File: src/rtl/hazard_ctrl_unit_pkg.sv
// Shared types and constants for the pipeline hazard controller.
package hazard_ctrl_unit_pkg;

    typedef enum logic {
        HZD_IDLE    = 1'b0,
        HZD_MC_BUSY = 1'b1
    } hzd_state_e;

    localparam int          MC_LATENCY_DEF = 4;
    localparam logic [31:0] NOP_INSTR      = 32'h0000_0013;  // addi x0, x0, 0

    typedef struct packed {
        logic pc_we;
        logic if_id_we;
        logic if_id_flush;
        logic id_ex_we;
        logic id_ex_flush;
        logic ex_mem_bubble;
    } hzd_ctrl_t;

    localparam hzd_ctrl_t CTRL_RUN = '{
        pc_we: 1'b1, if_id_we: 1'b1, if_id_flush: 1'b0,
        id_ex_we: 1'b1, id_ex_flush: 1'b0, ex_mem_bubble: 1'b0
    };

    // Counter width for a multi-cycle op; never narrower than one bit.
    function automatic int mc_cnt_w(input int lat);
        return (lat <= 2) ? 1 : $clog2(lat);
    endfunction

endpackage

File: src/rtl/hazard_ctrl_unit_mc.sv
// mc_timer: loadable down-counter with zero flag, sequencing multi-cycle EX ops.
module mc_timer #(
    parameter int W = 1
) (
    input  logic         clk,
    input  logic         rst_n,
    input  logic         load,
    input  logic         dec,
    input  logic [W-1:0] load_val,
    output logic         zero
);

    logic [W-1:0] cnt_q;

    always_ff @(posedge clk or negedge rst_n) begin
        if (!rst_n)
            cnt_q <= '0;
        else if (load)
            cnt_q <= load_val;
        else if (dec)
            cnt_q <= cnt_q - W'(1);
    end

    assign zero = (cnt_q == '0);

endmodule

File: src/rtl/hazard_ctrl_unit.sv
// Pipeline hazard controller: load-use stall, redirect flush, multi-cycle EX hold.
// Optional perf counters when HAZARD_PERF_EN is defined.
module hazard_ctrl_unit
    import hazard_ctrl_unit_pkg::*;
#(
    parameter int REG_ADDR_WIDTH = 5,
`ifdef HAZARD_PERF_EN
    parameter int PERF_WIDTH     = 32,
`endif
    parameter int MC_LATENCY     = MC_LATENCY_DEF
) (
    input  logic                      clk,
    input  logic                      rst_n,
    input  logic [REG_ADDR_WIDTH-1:0] rs1_addr_ID_i,
    input  logic [REG_ADDR_WIDTH-1:0] rs2_addr_ID_i,
    input  logic                      rs1_used_ID_i,
    input  logic                      rs2_used_ID_i,
    input  logic [REG_ADDR_WIDTH-1:0] rd_addr_EX_i,
    input  logic                      MemRead_EX_i,
    input  logic                      mc_start_EX_i,
    input  logic                      redirect_EX_i,
    output logic                      pc_we_o,
    output logic                      if_id_we_o,
    output logic                      if_id_flush_o,
    output logic                      id_ex_we_o,
    output logic                      id_ex_flush_o,
    output logic                      ex_mem_bubble_o,
    output logic                      mc_busy_o,
    output logic                      mc_done_o
`ifdef HAZARD_PERF_EN
    ,
    output logic [PERF_WIDTH-1:0]     stall_cycles_o,
    output logic [PERF_WIDTH-1:0]     flush_events_o
`endif
);

    localparam int            CW       = mc_cnt_w(MC_LATENCY);
    localparam logic          MULTI    = (MC_LATENCY > 1);
    localparam logic [CW-1:0] LOAD_VAL = CW'(MULTI ? MC_LATENCY - 2 : 0);

    hzd_state_e state_q, state_d;
    hzd_ctrl_t  ctrl;
    logic       busy, cnt_zero, start_mc, hold, load_use;

    assign busy     = (state_q == HZD_MC_BUSY);
    assign start_mc = (state_q == HZD_IDLE) && mc_start_EX_i && MULTI;
    assign hold     = start_mc || (busy && !cnt_zero);

    assign load_use = MemRead_EX_i && (rd_addr_EX_i != '0) &&
                      ((rs1_used_ID_i && (rs1_addr_ID_i == rd_addr_EX_i)) ||
                       (rs2_used_ID_i && (rs2_addr_ID_i == rd_addr_EX_i)));

    mc_timer #(.W(CW)) u_mc_timer (
        .clk      (clk),
        .rst_n    (rst_n),
        .load     (start_mc),
        .dec      (busy && !cnt_zero),
        .load_val (LOAD_VAL),
        .zero     (cnt_zero)
    );

    always_ff @(posedge clk or negedge rst_n) begin
        if (!rst_n)
            state_q <= HZD_IDLE;
        else
            state_q <= state_d;
    end

    always_comb begin
        state_d = state_q;
        case (state_q)
            HZD_IDLE:    if (start_mc) state_d = HZD_MC_BUSY;
            HZD_MC_BUSY: if (cnt_zero) state_d = HZD_IDLE;
            default:     state_d = HZD_IDLE;
        endcase
    end

    // Hold outranks redirect (EX still owns the MC op), redirect outranks load-use.
    always_comb begin
        ctrl = CTRL_RUN;
        if (hold) begin
            ctrl.pc_we         = 1'b0;
            ctrl.if_id_we      = 1'b0;
            ctrl.id_ex_we      = 1'b0;
            ctrl.ex_mem_bubble = 1'b1;
        end else if (redirect_EX_i) begin
            ctrl.if_id_flush   = 1'b1;
            ctrl.id_ex_flush   = 1'b1;
        end else if (load_use) begin
            ctrl.pc_we         = 1'b0;
            ctrl.if_id_we      = 1'b0;
            ctrl.id_ex_flush   = 1'b1;
        end
    end

    assign pc_we_o         = ctrl.pc_we;
    assign if_id_we_o      = ctrl.if_id_we;
    assign if_id_flush_o   = ctrl.if_id_flush;
    assign id_ex_we_o      = ctrl.id_ex_we;
    assign id_ex_flush_o   = ctrl.id_ex_flush;
    assign ex_mem_bubble_o = ctrl.ex_mem_bubble;
    assign mc_busy_o       = busy;
    assign mc_done_o       = busy && cnt_zero;

`ifdef HAZARD_PERF_EN
    logic [PERF_WIDTH-1:0] stall_cnt_q, flush_cnt_q;

    always_ff @(posedge clk or negedge rst_n) begin
        if (!rst_n) begin
            stall_cnt_q <= '0;
            flush_cnt_q <= '0;
        end else begin
            if (!ctrl.pc_we)      stall_cnt_q <= stall_cnt_q + PERF_WIDTH'(1);
            if (ctrl.if_id_flush) flush_cnt_q <= flush_cnt_q + PERF_WIDTH'(1);
        end
    end

    assign stall_cycles_o = stall_cnt_q;
    assign flush_events_o = flush_cnt_q;
`endif

endmodule

File: config.mk
export PLATFORM = sky130hd
export DESIGN_NAME = hazard_ctrl_unit
export DESIGN_NICKNAME = d
export VERILOG_FILES = /design/src/rtl/hazard_ctrl_unit_pkg.sv /design/src/rtl/hazard_ctrl_unit_mc.sv /design/src/rtl/hazard_ctrl_unit.sv
export SDC_FILE = /design/constraint.sdc
export NUM_CORES = 1
export LEC_CHECK = 0
export CELL_PAD_IN_SITES_DETAIL_PLACEMENT = 1
export CELL_PAD_IN_SITES_GLOBAL_PLACEMENT = 2
export CORE_UTILIZATION = 14
export CTS_CLUSTER_DIAMETER = 30
export DETAILED_ROUTE_END_ITERATION = 16
export PLACE_DENSITY_LB_ADDON = 0.12
export SLEW_MARGIN = 40
export SYNTH_ARGS = -nofsm -noshare
export SYNTH_HDL_FRONTEND = slang
export SYNTH_SLANG_ARGS = --single-unit
File: constraint.sdc
create_clock -name clk -period 1.55 [get_ports clk]
set_input_delay 0.2325 -clock clk [delete_from_list [all_inputs] [get_ports clk]]
set_output_delay 0.2325 -clock clk [all_outputs]
set_load 0.05 [all_outputs]
==> flow_summary.json, run 1 <==
{
  "clk_path_buf_depth": 2,
  "grt_pass1_vias": 433,
  "grt_max_degree": 7,
  "yosys_warnings": 0,
  "cts_tree": "built",
  "leakage_nw": 0.391,
  "pre_cts_ws_ps": -684,
  "cp.depth": 7,
  "finalSetupTns_ps": -926,
  "synth_seq_cells": 3,
  "status": "finished, violations left",
  "grt_first_pass_wirelength_um": 1760,
  "swShare_pct": 44.3,
  "diodes": 0,
  "fin_crit_ps": 1760,
  "cp.buffers_inverters": 4,
  "synth-compound-area-share_pct": 14.7,
  "slowest_stage": "dfrtp_1",
  "cpMostUsedCell": "inv_2",
  "rsz0062_at_grt": "yes",
  "hold_class": "in -> async",
  "path_delay_family": "flip-flops",
  "netlist_instances": 38,
  "peakVddDrop_mv": 1.52,
  "yosysUniqueCellTypes": 20,
  "vias": 443,
  "cts_root_buf": "clkbuf_4",
  "period_share_pct": 113,
  "drtIter0Drc": 2,
  "clock_sinks": 3,
  "power_frac_comb_pct": 83.8,
  "gp_congestion": 0.749,
  "reg2reg_from": "u_mc_timer.cnt_q[0]",
  "netlist_area_um2": 323,
  "drt-vias-per-instance": 3.99,
  "clk_latency_ps": 230,
  "h-tree-depth": 1,
  "crit_type": "reg -> out",
  "synth-xor-area-share_pct": 29.8,
  "max_freq_mhz": 569,
  "slowest_delay_ps": 380,
  "slew_headroom_pct": 80.8,
  "dieArea_um2": 2500,
  "die_y_um": 50.0,
  "wire_per_inst_um": 10.2,
  "grt_antenna_before_repair": 0,
  "power_per_cell_area_nw_per_um2": 1990,
  "final_hold_viol_count": 0,
  "syn_area_per_cell_um2": 8.50,
  "syn_nets": 61,
  "ios": 30,
  "crit_arrival_ps": 1530,
  "tightest_slew_ps": 285,
  "p_total_mw": 1.79,
  "async_reset_ff_share_pct": 100,
  "yosys.area_share.adder_pct": 3.88,
  "switchingPower_mw": 0.790,
  "failed_checks": "negative setup slack",
  "grt_overflow_total": 0,
  "synth_flop_cell": "dfrtp_1",
  "worst-r2r-setup-slack_ps": 380,
  "synth.area.top_cells": "dfrtp_1, xor2_1, xnor2_1",
  "grt_use_total_pct": 9.25,
  "fin_util_pct": 40.9,
  "maxCapViolCount": 0,
  "wl_um": 1130,
  "drive_above_1_share_pct": 56.6,
  "fin_skew_ps": 1.57,
  "synth_area_leader_cell": "dfrtp_1",
  "cts_hold_repair.buffers": 0,
  "crit_chain": "inv_2 -> ha_4 -> inv_2 -> mux2i_4 -> inv_2 -> o31ai_4 -> buf_12",
  "cts_buffers": 3,
  "synthSimpleGateAreaFrac_pct": 17.1,
  "setup_viol": 6,
  "syn2layout_area_growth_pct": 178,
  "synth_top_family_by_area": "XOR/XNOR gates",
  "nFillCells": 258,
  "synth-edff-count": 0,
  "firstDrtPassIters": 2,
  "r2r-end": "mc_busy_o",
  "clock_power_share_pct": 7.8,
  "required_ps": 1320,
  "cp-end-kind": "output port",
  "crit_start": "u_mc_timer.cnt_q[0]",
  "start_util_pct": 14.7,
  "core-area_um2": 2190,
  "reg2regPathDepth": 6,
  "crit_fanout": 3,
  "timing.final.ws_setup_ps": -208,
  "ys_seq_area_share_pct": 23.3,
  "die_x_um": 50.0,
  "slew_violations": 0,
  "core.rowCount": 17,
  "synthMuxAreaShare_pct": 3.10,
  "drc": 0,
  "ant_nets": 0,
  "setup.worst_path.end": "id_ex_flush_o",
  "startpoint_type": "flip-flop",
  "p_seq_share_pct": 8.5,
  "path_clk_slew_ps": 40,
  "synth_top_cell_area_share_pct": 23.3,
  "nets": 107,
  "dpl.hpwl_um": 955,
  "p_int_mw": 0.995,
  "portBuffers": 29
}
## cells in the mapped netlist (2+ instances only)
library cell and count:
a21oi_1 2, dfrtp_1 3, inv_1 5, nand2_1 2, o31ai_1 2, xnor2_1 3, xor2_1 8
## worst min-delay path by stage
stage	from	to	slack [ps]
CTS	rst_n	u_mc_timer.cnt_q[0]	190
finish	rst_n	u_mc_timer.cnt_q[0]	200
global placement	rst_n	u_mc_timer.cnt_q[0]	430
detailed placement	rst_n	u_mc_timer.cnt_q[0]	440
floorplan	rst_n	mc_busy_o	-60
global route	rst_n	u_mc_timer.cnt_q[0]	190
## kinds of logic after synthesis
kind of cell | Yosys count
flops | 3
fa+ha+maj | 1
xor+xnor | 11
mux | 1
compound gates | 7
simple gates | 9
buf+inv | 6
## layer usage
layer | GRT usage [%] | wire, um
met3 | 1.85 | 39
met1 | 10.1 | 426
met5 | 0 | 0
met4 | 2.86 | 0
met2 | 17.3 | 665
## stage by stage
step / cell area [um^2] / cells / hold WS [ps]
2_1_floorplan: 373 / 38 / -63.1
3_3_place_gp: 846 / 105 / 435
3_5_place_dp: 846 / 105 / 437
4_1_cts: 887 / 110 / 193
5_1_grt: 897 / 111 / 189
6_report: 897 / 111 / 196
## flip-flops by register name, indices dropped and copies added (netlist names)
signal            flops
u_mc_timer.cnt_q      2
mc_busy_o             1
## power by group through the flow
| stage | combinational (mW) | clock [mW] | sequential [mW] |
|---|---|---|---|
| floorplan | 0.675 | 0 | 0.205 |
| global placement | 1.39 | 0 | 0.151 |
| detailed placement | 1.40 | 0 | 0.151 |
| CTS | 1.48 | 0.144 | 0.152 |
| global route | 1.57 | 0.156 | 0.156 |
| finish | 1.50 | 0.138 | 0.151 |
## placed cells by master (no fill, tap or decap), drive strengths merged
cell,instances
nor2,1
clkinvlp,1
nand2,2
a32oi,1
dfrtp,3
or4,1
and2,2
inv,4
clkdlybuf4s15,3
xor2,8
xnor2,3
o21ai,1
clkbuf,4
mux2i,1
o31a,1
o31ai,2
nor4,2
clkdlybuf4s50,6
nor3,1
buf,29
dlygate4sd2,4
ha,1
a21oi,2
## timing repair
action                                 in CTS  in global routing
pin swaps                                  12                  1
endpoints found under the hold margin       0                  0
buffers inserted                            1                  2
setup endpoints to repair                   6                  7
gates resized for setup                    53                  1
## cell type report
cell class	count	area, um^2	area share [%]
Timing Repair Buffer	42	443	49.4
Multi-Input combinational cell	29	294	32.8
Sequential cell	3	76.3	8.51
Tap cell	28	35.0	3.91
Clock buffer	4	26.3	2.93
Inverter	5	22.5	2.51
Power figures use the tool's default switching activity.
==> run 2: changes to the inputs <==
--- a/config.mk
+++ b/config.mk
@@ -11,6 +11,7 @@
 export CTS_CLUSTER_DIAMETER = 30
 export DETAILED_ROUTE_END_ITERATION = 16
 export PLACE_DENSITY_LB_ADDON = 0.12
+export SKIP_CTS_REPAIR_TIMING = 1
 export SLEW_MARGIN = 40
 export SYNTH_ARGS = -nofsm -noshare
 export SYNTH_HDL_FRONTEND = slang
==> run 2 against run 1 <==
The run still ends with negative setup slack left. Clock power about the same. Cell area rose by 7.0%. Sequential cell count unchanged. Worst hold slack worse by 2.1 ps. Routed wire length up 4.7%. Die area is the same. Critical path depth unchanged. Combinational power increased by 5%. Count of clock-buffer cells in the layout stayed put. Clock skew is essentially flat. First-iteration DRC count is the same.
==> flow_summary.json, run 2 (synthesis results as in run 1) <==
{
  "rsz0062_at_grt": "yes",
  "cts_tree": "built",
  "cp.depth": 7,
  "fin_skew_ps": 1.55,
  "timing.final.ws_setup_ps": -251,
  "core.rowCount": 17,
  "path_clk_slew_ps": 40,
  "wire_per_inst_um": 10.5,
  "drc": 0,
  "slew_violations": 0,
  "grt_use_total_pct": 8.92,
  "start_util_pct": 14.7,
  "crit_arrival_ps": 1570,
  "fin_crit_ps": 1800,
  "required_ps": 1320,
  "layout_commonest_cell": "buf_4",
  "ant_nets": 0,
  "drtIter0Drc": 2,
  "place_area_um2": 846,
  "reg2regPathDepth": 7,
  "fin_util_pct": 43.8,
  "wl_um": 1190,
  "grt_antenna_before_repair": 0,
  "cpMostUsedCell": "inv_2",
  "dp.cells": 105,
  "firstDrtPassIters": 2,
  "status": "finished, violations left",
  "startpoint_type": "flip-flop",
  "reg2reg_from": "u_mc_timer.cnt_q[1]",
  "crit_start": "u_mc_timer.cnt_q[1]",
  "stdcell_area_um2": 960,
  "final_hold_viol_count": 0,
  "maxCapViolCount": 0,
  "slew_headroom_pct": 80.7,
  "r2r-end": "mc_busy_o",
  "cts_root_buf": "clkbuf_4",
  "setup.worst_path.end": "id_ex_flush_o",
  "core-area_um2": 2190,
  "grt_pass1_vias": 432,
  "top_register": "u_mc_timer.cnt_q",
  "period_share_pct": 116,
  "die_x_um": 50.0,
  "crit_type": "reg -> out",
  "dieArea_um2": 2500,
  "tightest_slew_ps": 286,
  "ios": 30,
  "grt_first_pass_wirelength_um": 1690,
  "crit_chain": "inv_2 -> ha_4 -> inv_2 -> mux2i_4 -> inv_2 -> o31ai_4 -> buf_12",
  "largest_reg_flops": 2,
  "diodes": 0,
  "clk_latency_ps": 230,
  "vias": 455,
  "slowest_stage": "dfrtp_1",
  "gp_congestion": 0.749,
  "leakage_nw": 0.479,
  "h-tree-depth": 1,
  "portBuffers": 29,
  "hold_class": "in -> async",
  "path_delay_family": "flip-flops",
  "syn2layout_area_growth_pct": 197,
  "final_cells": 113,
  "worst-r2r-setup-slack_ps": 310,
  "grt_overflow_total": 0,
  "crit_fanout": 2,
  "failed_checks": "negative setup slack",
  "power_per_cell_area_nw_per_um2": 1950,
  "die_y_um": 50.0,
  "dpl.hpwl_um": 955,
  "clock_sinks": 3,
  "slowest_delay_ps": 380,
  "setup_viol": 6,
  "drive_above_1_share_pct": 52.9,
  "peakVddDrop_mv": 1.47,
  "max_freq_mhz": 555,
  "cts_buffers": 3,
  "p_total_mw": 1.87,
  "clk_path_buf_depth": 2,
  "final_cell_mix": "buf_4, dlymetal6s2s_1, buf_12, xor2_1, clkdlybuf4s50_1",
  "cp-end-kind": "output port",
  "nets": 109,
  "drt-vias-per-instance": 4.03,
  "grt_max_degree": 7,
  "cp.buffers_inverters": 4
}
-- run 2: changes by cell type in the layout (fill, tap and decap cells not counted), moves of 2 or more --
cell	before	now
buf_6	4	6
buf_2	6	0
clkdlybuf4s15_1	3	0
dlygate4sd2_1	4	0
dlymetal6s2s_1	0	9
clkbuf_2	0	3
-- run 2: through the flow --
step / setup slack (ps) / hold slack (ps) / TNS [ps]
3_3_place_gp: -615 / 435 / -1770
4_1_cts: -689 / 193 / -2470
5_1_grt: -324 / 189 / -1660
2_1_floorplan: -784 / -63.1 / -1940
3_5_place_dp: -684 / 437 / -1990
6_report: -251 / 194 / -1210
-- run 2: area by class of cell --
cell class / count / area (um^2)
well taps: 28 / 35.0
multi-input cells: 29 / 292
inverters: 5 / 22.5
flip-flops and latches: 3 / 76.3
clock buffers: 4 / 26.3
repair buffers: 44 / 508
fillers: 252 / 1230
-- run 2: worst min path at each step --
stage | start | endpoint
floorplan | rst_n | mc_busy_o
global placement | rst_n | u_mc_timer.cnt_q[0]
detailed placement | rst_n | u_mc_timer.cnt_q[0]
CTS | rst_n | u_mc_timer.cnt_q[0]
global route | rst_n | u_mc_timer.cnt_q[0]
finish | rst_n | u_mc_timer.cnt_q[0]
-- run 2: power by group --
| part | switching [mW] | total [mW] | internal, mW | leakage, nW |
|---|---|---|---|---|
| Clock | 0.0425 | 0.139 | 0.0966 | 0.0150 |
| Sequential | 0.0310 | 0.154 | 0.123 | 0.0332 |
| Combinational | 0.746 | 1.58 | 0.836 | 0.431 |
| Total | 0.819 | 1.87 | 1.06 | 0.479 |
-- run 2: metal layers --
metal | share of wire (%) | global-route usage (%) | vias to the layer above
met5 | 0 | 0 | -
met2 | 59 | 17.1 | 12
met1 | 38 | 9.38 | 220
li1 | - | - | 223
met3 | 3.3 | 1.85 | 0
met4 | 0 | 2.86 | 0
